==> src/rtl/mac_rx_frame_reader.sv <==
// Drains one MAC port's RX pointer/data FIFOs into the switch core as a valid/ready byte stream.
// Bad frames are read out and discarded; good and dropped frames are counted with saturation.
module mac_rx_frame_reader #(
    parameter int MAX_LEN = 1518,
    parameter int MIN_LEN = 60
) (
    input  logic        clk,
    input  logic        rstn_sys,
    output logic        rx_ptr_fifo_rd,
    input  logic [15:0] rx_ptr_fifo_dout,
    input  logic        rx_ptr_fifo_empty,
    output logic        rx_data_fifo_rd,
    input  logic [7:0]  rx_data_fifo_dout,
    output logic        out_valid,
    input  logic        out_ready,
    output logic [7:0]  out_data,
    output logic        out_sop,
    output logic        out_eop,
    output logic [15:0] frm_cnt,
    output logic [15:0] drop_cnt,
    output logic        busy,
    output logic [1:0]  fsm_state
);

    // Handshake: a byte moves on every rising clk edge where out_valid && out_ready;
    // once out_valid rises, out_data/out_sop/out_eop hold until that edge.

    localparam logic [1:0] S_IDLE = 2'd0;
    localparam logic [1:0] S_PTR  = 2'd1;
    localparam logic [1:0] S_FWD  = 2'd2;
    localparam logic [1:0] S_DROP = 2'd3;

    localparam logic [11:0] MAX_L = 12'(MAX_LEN);
    localparam logic [11:0] MIN_L = 12'(MIN_LEN);

    logic [1:0]  state;
    logic [11:0] len;
    logic [11:0] rem;
    logic        inflight;
    logic        infl_sop;
    logic        infl_eop;
    logic [9:0]  buf_mem [2];
    logic        rd_idx;
    logic        wr_idx;
    logic [1:0]  occ;
    logic        pop;
    logic        push;
    logic        fwd_rd;
    logic        drop_evt;
    logic [11:0] ptr_len;
    logic        ptr_err;
    logic        ptr_rsvd_unused;
    logic [9:0]  head;

    assign ptr_len         = rx_ptr_fifo_dout[11:0];
    assign ptr_err         = rx_ptr_fifo_dout[15];
    assign ptr_rsvd_unused = ^rx_ptr_fifo_dout[14:12];

    assign pop  = (occ != 2'd0) && out_ready;
    assign push = inflight;

    // Counting the same-cycle pop keeps a 1 byte/cycle stream while never overfilling the buffer.
    always_comb begin
        fwd_rd = 1'b0;
        if (state == S_FWD && rem != 12'd0)
            fwd_rd = (({1'b0, occ} + {2'b0, inflight}) - {2'b0, pop}) < 3'd2;
    end

    always_comb begin
        drop_evt = 1'b0;
        if (state == S_PTR && ptr_len == 12'd0)
            drop_evt = 1'b1;
        else if (state == S_DROP && rem == 12'd1)
            drop_evt = 1'b1;
    end

    assign rx_ptr_fifo_rd  = (state == S_IDLE) && !rx_ptr_fifo_empty;
    assign rx_data_fifo_rd = fwd_rd || (state == S_DROP && rem != 12'd0);

    always_ff @(posedge clk or negedge rstn_sys) begin
        if (!rstn_sys) begin
            state <= S_IDLE;
            len   <= 12'd0;
            rem   <= 12'd0;
        end else begin
            case (state)
                S_IDLE: if (!rx_ptr_fifo_empty) state <= S_PTR;
                S_PTR: begin
                    len <= ptr_len;
                    rem <= ptr_len;
                    if (ptr_len == 12'd0)
                        state <= S_IDLE;
                    else if (ptr_err || ptr_len > MAX_L || ptr_len < MIN_L)
                        state <= S_DROP;
                    else
                        state <= S_FWD;
                end
                S_FWD: if (fwd_rd) begin
                    rem <= rem - 12'd1;
                    if (rem == 12'd1) state <= S_IDLE;
                end
                default: begin
                    rem <= rem - 12'd1;
                    if (rem == 12'd1) state <= S_IDLE;
                end
            endcase
        end
    end

    always_ff @(posedge clk or negedge rstn_sys) begin
        if (!rstn_sys) begin
            inflight <= 1'b0;
            infl_sop <= 1'b0;
            infl_eop <= 1'b0;
            rd_idx   <= 1'b0;
            wr_idx   <= 1'b0;
            occ      <= 2'd0;
            frm_cnt  <= 16'd0;
            drop_cnt <= 16'd0;
        end else begin
            inflight <= fwd_rd;
            infl_sop <= fwd_rd && (rem == len);
            infl_eop <= fwd_rd && (rem == 12'd1);
            if (push) wr_idx <= ~wr_idx;
            if (pop)  rd_idx <= ~rd_idx;
            occ <= occ + {1'b0, push} - {1'b0, pop};
            if (pop && head[0] && frm_cnt != 16'hFFFF)
                frm_cnt <= frm_cnt + 16'd1;
            if (drop_evt && drop_cnt != 16'hFFFF)
                drop_cnt <= drop_cnt + 16'd1;
        end
    end

    always_ff @(posedge clk) begin
        if (push) buf_mem[wr_idx] <= {rx_data_fifo_dout, infl_sop, infl_eop};
    end

    // Buffer storage is not reset, so the head is masked while empty.
    assign head      = (occ != 2'd0) ? buf_mem[rd_idx] : 10'd0;
    assign out_valid = (occ != 2'd0);
    assign out_data  = head[9:2];
    assign out_sop   = head[1];
    assign out_eop   = head[0];
    assign busy      = (state != S_IDLE) || (occ != 2'd0) || inflight;
    assign fsm_state = state;

endmodule

==> config.mk <==
export PLATFORM = sky130hd
export DESIGN_NAME = mac_rx_frame_reader
export DESIGN_NICKNAME = d
export VERILOG_FILES = /design/src/rtl/mac_rx_frame_reader.sv
export SDC_FILE = /design/constraint.sdc
export NUM_CORES = 1
export LEC_CHECK = 0
export CELL_PAD_IN_SITES_DETAIL_PLACEMENT = 0
export CELL_PAD_IN_SITES_GLOBAL_PLACEMENT = 1
export CORE_MARGIN = 2
export CORE_UTILIZATION = 44
export DETAILED_ROUTE_END_ITERATION = 12
export PLACE_DENSITY = 0.82
export SKIP_LAST_GASP = 1
export SYNTH_ARGS = -nofsm -noshare
export SYNTH_HDL_FRONTEND = slang
export SYNTH_SLANG_ARGS = --single-unit
export TNS_END_PERCENT = 100
==> constraint.sdc <==
create_clock -name clk -period 6 [get_ports clk]
set_input_delay 1.2 -clock clk [delete_from_list [all_inputs] [get_ports clk]]
set_output_delay 1.2 -clock clk [all_outputs]
set_load 0.02 [all_outputs]
[After elaboration in Yosys (flattened, before gate mapping)]
Memory sizes are Yosys's and may differ from the RTL's.
Index checks and enable logic that the tools add are counted.
Cells by class
  $add $sub $neg: 7
  $lt $le $gt $ge: 3
  equal/unequal tests: 9
  multiplexer cells: 14
  bitwise gates (word level): 3
  reduce and logical (&&, ||, !) cells: 24
Operator list (count)
  case mux 12 bit (3 select lines): 1
  adder 16 x 1 -> 16 bit, second input constant: 2
  inequality test 16 bit, second input constant: 2
  == test 12 x 1 -> 1 bit, second input constant: 1
  == test 12 bit: 1
  > comparator 12 x 11 -> 1 bit, second input constant: 1
  zero test 12 bit: 1
  less-than comparator 12 x 6 -> 1 bit, second input constant: 1
  2-to-1 mux 12 bit: 1
  nonzero test 12 bit: 1
  subtractor 12 x 1 -> 12 bit, second input constant: 1
  logical AND 1 bit: 11
  2-to-1 mux 10 bit: 1
  2-to-1 mux 2 bit: 4
  2-to-1 mux 1 bit: 6
  case mux 2 bit (3 select lines): 1
  logical OR 1 bit: 5
  == test 2 bit, second input constant: 2
  inequality test 2 bit, second input constant: 2
  AND reduction 2 bit: 2
  nonzero test 2 bit: 2
  adder 2 x 1 -> 3 bit: 1
  less-than comparator 3 x 2 -> 1 bit, second input constant: 1
  NOT 1 bit: 3
  6 further kinds: 6
Word-level totals
  register bits after elaboration: 65
  bits in writable memories: 20
  output and inout bits: 48
  logic and storage cells: 72
  memories kept: 1
Memory list
  buf_mem: depth 2, bits a word 10, read ports 1, clocked after memory_dff 0, write ports 1, line 42  | logic [9:0] buf_mem [2];

[Logic depth before layout (Yosys ltp)]
Gate-level depths: netlist (run 1).
  depth in word-level cells: 7
  mapped depth: 12

[Worst setup path before layout (run 1)]
OpenSTA, ideal clock, no wires.
  path kind: input to output
  start point: input out_ready
  end point: output rx_data_fifo_rd
  arrival time: 2.935 ns
  required time: 4.800 ns
  setup slack: 1.865 ns
  stages: 9
  path buffers: 0
  cells stage by stage: o21ai_0 inv_1 ha_1 inv_1 ha_1 fa_1 nor2_1 nand3_1 a21oi_1
On the way
  cells in the longest elaborated chain, start to end: 5
RTL lines
  from (decl): line 15  | input logic out_ready,
  logical AND 1 bit: line 59  | assign pop = (occ != 2'd0) && out_ready;
  named net pop: line 46  | logic pop;
  subtractor 3 x 1 -> 3 bit: line 66  | fwd_rd = (({1'b0, occ} + {2'b0, inflight}) - {2'b0, pop}) < 3'd2;
  less-than comparator 3 x 2 -> 1 bit: line 66
  2-to-1 mux 1 bit: line 65  | if (state == S_FWD && rem != 12'd0)
  logical OR 1 bit: line 78  | assign rx_data_fifo_rd = fwd_rd || (state == S_DROP && rem != 12'd0);
  to (decl): line 12  | output logic rx_data_fifo_rd,
The timed path passes the listed nets, and every way through them passes these cells.

[Worst setup path after layout (run 1)]
Ends and elaborated chain as after synthesis.

==> metrics.cfg, run 1 <==
[clock_network]
numCtsBuffers = 9
cts_tree = built
cts_setup_buffers = 0
cts_buffer_depth = 2
cts.sinks = 85
cts_root_buf = clkbuf_8
ctsResizeCount = 0
htree_levels = 3
cts.clk_slew.worst_paths_ns = 0.08
clk-insertion-delay-late_ns = 0.35
holdBufCountCts = 0

[sta]
tightestPinTransition_ns = 0.980
skew_ns = 0.0147
maxSlewHeadroom = 0.346
hold_violations = 0
tns_ns = 0
post-route-period-util = 0.861
slew_violations = 0
fmax_mhz = 194
rsz0062_at_grt = no
setup-violations-final = 0
post-route-min-period_ns = 5.16

[finish]
area_growth_pct = 24.2
n_antenna_cell = 0
finish.utilization = 0.566
final_layout_size_suffix_gt1_frac = 0.0766
layout_common_cells = 71 x clkdlybuf4s50_1, 65 x dfrtp_1, 54 x nand2_1
nets = 501
final_common_cell = clkdlybuf4s50_1

[floorplanning]
die_x_um = 102
die_height_um = 102
die_area_mm2 = 0.0104
start_util = 0.456
placementRows = 35
core-area_mm2 = 0.00928
num_io_pins = 76

[critical_path]
r2r_start = occ[1]
crit_type = in2out
reg2reg_slack_ns = 2.85
required_ns = 4.80
crit_path_end_kind = output pin
cp-start-kind = primary input
critPathMaxFanout = 6
worstReg2RegEnd = rem[7]
startpoint = out_ready
reg2reg_depth = 11
arrival_ns = 3.96

[yosys]
synth_area_leaders = dfrtp_1 38%, edfxtp_1 14%, xnor2_1 5.4%
async_reset_ff_frac = 0.765
syn_nets = 432
syn_avg_cell_area_um2 = 10.7
synthesis.area_mm2 = 0.00423
ys_warn_count = 0
synth_edf_count = 20
synthFlopType = dfrtp_1
synth_cell_type_count = 52
seq_area_frac_synth = 0.527
ys_seq_elements = 85
synthCells = 396
synth_top_area_cell = dfrtp_1
synth_top_area_share = 0.385

[min_path]
hold_class = reg2reg
hold_start = infl_eop
holdPathStages = 0
worstHoldEndpoint = buf_mem[0][0]

[routing]
vias_per_cell = 5.36
drc_errors = 0
wirelength_um = 9470
drt_iter0_drc = 134
vias = 3208
drt_pass1_iterations = 5
post_drt_wl_per_cell_um = 15.8
antenna_left = 0

[power_and_ir_drop]
p_leak_nw = 2.15
p_per_area_mw_per_mm2 = 413
irDropWorstVdd_v = 0.000183

[place]
hpwl_um = 6670
io_buffers = 72
gp_congestion = 0.818

[grt]
antenna_found_initial = 0
grtUsageTotal = 0.191
grt_overflow = 0
grt_pass1_wl_um = 15500
grt_pass1_vias = 3105
grt_start_max_net_pins = 66

[flow_run]
maxCapViolCount = 0

[run_status]
status = complete, no violations

==> cell type report <==
cell class                      instances  area (um2)
Clock buffer                           10         128
Clock inverter                          6         111
Fill cell                             826        4030
Inverter                               11        41.3
Multi-Input combinational cell        285        1860
Sequential cell                        85        2230
Tap cell                              129         161
Timing Repair Buffer                   73         723
==> where the power goes <==
| part | total [mW] | internal [mW] | leakage, nW | switching, mW |
|---|---|---|---|---|
| Clock | 0.483 | 0.277 | 0.118 | 0.206 |
| Sequential | 0.907 | 0.730 | 1.02 | 0.177 |
| Combinational | 0.776 | 0.342 | 1.01 | 0.435 |
==> cells by family (layout without fill, tap and decap cells) <==
logic type,after synthesis,in the layout,synth area share
and+or+nand+nor,169,169,0.213
muxes,13,13,0.0317
xor gates and xnor gates,44,44,0.0911
adders and majority gates,8,8,0.0254
DFF,85,85,0.527
buffers and inverters,26,100,0.0343
AOI/OAI and AO/OA,51,51,0.0778
==> routing by layer <==
metal | global-route usage | wire, um | part of all wire | vias up
met1 | 0.268 | 4470 | 0.47 | 1574
met2 | 0.307 | 4500 | 0.47 | 82
met3 | 0.0397 | 417 | 0.044 | 8
met5 | 0 | 0 | 0 | -
met4 | 0.0462 | 91 | 0.0096 | 0
li1 | - | - | - | 1544
==> cells in the mapped netlist, types with 2 or more instances <==
master     count
dfrtp_1       65
nand2_1       54
nor2_1        30
xnor2_1       26
edfxtp_1      20
nand3_1       19
o21ai_0       19
xor2_1        18
nand4_1       17
a21oi_1       11
inv_1         11
mux2i_1       10
and3_1         8
nor3_1         8
ha_1           7
nor4_1         7
a21boi_0       5
clkbuf_1       5
and4_1         4
buf_6          4
o21a_1         4
mux2_2         3
nand3_2        3
and2_1         2
and2_2         2
buf_2          2
nor4_4         2
nor4b_1        2
o22ai_1        2
o2bb2ai_1      2
o31a_1         2
or2_2          2
==> state kept, by name, indices dropped and copies added, names as in the netlist <==
signal	flops
buf_mem	20
drop_cnt	16
frm_cnt	16
fsm_state	2
infl_eop	1
infl_sop	1
inflight	1
len	12
occ	2
rd_idx	1
rem	12
wr_idx	1
==> metrics by stage <==
stage          instance area (um2)  hold slack (ns)  cells  total power, mW  setup slack, ns
3_5_place_dp                  5010            0.436    583             1.69            0.862
4_1_cts                       5250            0.446    599             2.18            0.844
3_3_place_gp                  5010            0.423    583             1.67            0.858
5_1_grt                       5250            0.453    599             2.32            0.578
6_report                      5250            0.446    599             2.17            0.836
2_1_floorplan                 4230            0.420    396             1.42             1.86
==> worst max-delay path by stage <==
stage                           end  cells past startpoint
floorplan           rx_data_fifo_rd                      9
global placement    rx_data_fifo_rd                     11
finish              rx_data_fifo_rd                     11
global route        rx_data_fifo_rd                     11
CTS                 rx_data_fifo_rd                     11
detailed placement  rx_data_fifo_rd                     11
==> critical path, stage by stage <==
cell             delay (ns)
clkdlybuf4s50_1        0.40
o21ai_0                0.15
inv_1                  0.08
ha_1                   0.28
inv_1                  0.04
ha_1                   0.18
fa_1                   0.46
nor2_1                 0.10
nand3_1                0.19
a21oi_1                0.25
clkdlybuf4s50_1        0.64
No activity file was read; power rests on OpenSTA's default activity.
==> run 2, diff against run 1 <==
==> constraint.sdc (replaced) <==
create_clock -name clk -period 6.55 [get_ports clk]
set_input_delay 1.31 -clock clk [delete_from_list [all_inputs] [get_ports clk]]
set_output_delay 1.31 -clock clk [all_outputs]
set_load 0.02 [all_outputs]
==> run 2 against run 1 <==
Net effect:
- setup slack improved by 0.32 ns
- design area decreased by 1.1%
- global-route usage increased by 0.11 points
- wire length decreased by 1.9%
- register-to-register slack improved by 0.53 ns
- largest cell class unchanged
- critical path depth unchanged
- clock-buffer cell count decreased by 1
- final cell count unchanged
- worst hold slack got worse by 0.0053 ns
- sequential share of layout area increased by 0.49 points
==> metrics.cfg, run 2 (same netlist as run 1, synthesis figures left out) <==
[finish]
top_register = buf_mem
stdcell_area_mm2 = 0.00519  ; -1.1%
ff_latch_area_mm2 = 0.00223  ; unchanged
fillers = 874  ; +5.8%
multiInputGateArea_mm2 = 0.00186  ; unchanged
biggestRegsByFlops = buf_mem (20), drop_cnt (16), frm_cnt (16)
final_layout_size_suffix_gt1_frac = 0.0809  ; +0.00426
nets = 501  ; unchanged
largest_reg_flops = 20  ; unchanged
n_antenna_cell = 0  ; unchanged
area_growth_pct = 22.8
layout_common_cells = 71 x clkdlybuf4s50_1, 65 x dfrtp_1, 54 x nand2_1
final_common_cell = clkdlybuf4s50_1

[routing]
drc_errors = 0  ; unchanged
wl_met1_um = 4280  ; -4.2%
topRoutingLayerUsed = met4
post_drt_wl_per_cell_um = 15.5  ; -1.9%
met2_wirelength_um = 4440  ; -1.3%
drt_iter0_drc = 184  ; +37%
drt_pass1_iterations = 5  ; unchanged
vias_per_cell = 5.33  ; -0.41%
antenna_left = 0  ; unchanged
wirelength_um = 9290  ; -1.9%
vias = 3195  ; -0.41%
wl_met3_um = 474  ; +14%

[grt]
grt_pass1_wl_um = 15600  ; +0.71%
antenna_found_initial = 0  ; unchanged
grt_start_max_net_pins = 66  ; unchanged
grt_overflow = 0  ; unchanged
grtUsageTotal = 0.192  ; +0.00109
grt_pass1_vias = 3120  ; +0.48%

[clock_network]
cts_setup_buffers = 0  ; unchanged
cts_root_buf = clkbuf_8
holdBufCountCts = 0  ; unchanged
numCtsBuffers = 9  ; unchanged
cts.sinks = 85  ; unchanged
cts_buffer_depth = 2  ; unchanged
ctsResizeCount = 0  ; unchanged
htree_levels = 3  ; unchanged
cts_tree = built
cts.clk_slew.worst_paths_ns = 0.10  ; +0.02 ns
clk-insertion-delay-late_ns = 0.36  ; about the same

[place]
gp_congestion = 0.835  ; +2.1%
hpwl_um = 6560  ; -1.6%
place_area_mm2 = 0.00501  ; unchanged
io_buffers = 72  ; unchanged

[critical_path]
critPathMaxFanout = 6  ; unchanged
critical_path.max_stage_delay_ns = 0.65  ; about the same
crit_path_end_kind = output pin
cp_cell_sequence = clkdlybuf4s50_1 > o21ai_0 > inv_1 > ha_1 > inv_1 > ha_1 > fa_1 > nor2_1 > nand3_1 > a21oi_1 > clkdlybuf4s50_1
critical-path-top-delay-family = buffers and inverters
reg2reg_slack_ns = 3.38  ; +0.53 ns
path_buf_inv = 4  ; unchanged
required_ns = 5.24  ; +0.44 ns
worstSetupPathDepth = 11  ; unchanged
cp-start-kind = primary input
crit_path_top_delay_cell = clkdlybuf4s50_1
reg2reg_depth = 11  ; unchanged
crit_type = in2out
arrival_ns = 4.08  ; +0.12 ns

[sta]
setup-violations-final = 0  ; unchanged
rsz0062_at_grt = no
hold_violations = 0  ; unchanged
hold-worst-slack_ns = 0.440  ; -0.00530 ns
slew_violations = 0  ; unchanged
post-route-min-period_ns = 5.39
fmax_mhz = 185
post-route-period-util = 0.823
tns_ns = 0  ; unchanged
tightestPinTransition_ns = 1.02  ; +0.0399 ns
skew_ns = 0.0125  ; -0.00219 ns
maxSlewHeadroom = 0.320  ; -0.0266

[run_status]
status = complete, no violations

[floorplanning]
start_util = 0.456  ; unchanged
core-area_mm2 = 0.00928  ; unchanged
die_x_um = 102  ; unchanged
placementRows = 35  ; unchanged
die_area_mm2 = 0.0104  ; unchanged
die_height_um = 102  ; unchanged
num_io_pins = 76  ; unchanged

[min_path]
hold_class = reg2reg
holdPathStages = 0  ; unchanged

[flow_run]
maxCapViolCount = 0  ; unchanged

[power_and_ir_drop]
irDropWorstVdd_v = 0.000174  ; -4.6%
p_per_area_mw_per_mm2 = 363  ; -12%
power_mw = 1.88  ; -13%
p_leak_nw = 2.12  ; -1.6%

## run 2: cell count changes in the layout (fill, tap and decap cells not counted)
cell        previous run  this run
bufinv_16              3         0
clkinvlp_4             0         1
clkinv_1               1         0
clkinvlp_2             0         2
clkbuf_1               1         0
clkinv_4               2         1
inv_8                  0         1
inv_6                  0         2
## run 2: cell type report
class | count | share of cell area
multi-input combinational | 285 | 0.358
tap | 129 | 0.0311
inverter | 11 | 0.00795
clock buffer | 9 | 0.0239
clock inverter | 7 | 0.0106
sequential | 85 | 0.429
timing repair buffer | 73 | 0.139
## run 2: routing by layer
metal	vias up	GRT usage
li1	1536	-
met1	1553	0.265
met2	98	0.309
met3	8	0.0397
met4	0	0.0564
met5	-	0
## run 2: worst reg2reg max path, stage by stage (launching register included)
cell and delay [ns]:
dfrtp_1 0.43, o21ai_0 0.33, inv_1 0.09, ha_1 0.28
inv_1 0.04, ha_1 0.18, fa_1 0.46, nor2_1 0.10
nand3_1 0.19, o21ai_0 0.52, o21ai_0 0.22, o2bb2ai_1 0.19
## run 2: path summary, 6_finish.rpt
check                               start               to
worst max-delay path            out_ready  rx_data_fifo_rd
worst min-delay path             infl_eop    buf_mem[1][0]
worst max register to register     occ[1]           rem[7]
worst min register to register   infl_eop    buf_mem[1][0]
max in group asynchronous        rstn_sys     drop_cnt[12]
min in group asynchronous        rstn_sys           rd_idx
## run 2: report_power, final
part           internal, mW  switching (mW)  total [mW]  leakage, nW
registers             0.669           0.159       0.828         1.02
clock network         0.142           0.201       0.342       0.0842
logic                 0.313           0.399       0.712         1.01
## run 2: stage by stage
step	worst slack, ns	utilization	std cells
4_1_cts	1.15	0.559	599
2_1_floorplan	2.19	-	396
3_3_place_gp	1.24	0.540	583
5_1_grt	0.921	0.559	599
6_report	1.16	0.559	599
3_5_place_dp	1.17	0.540	583
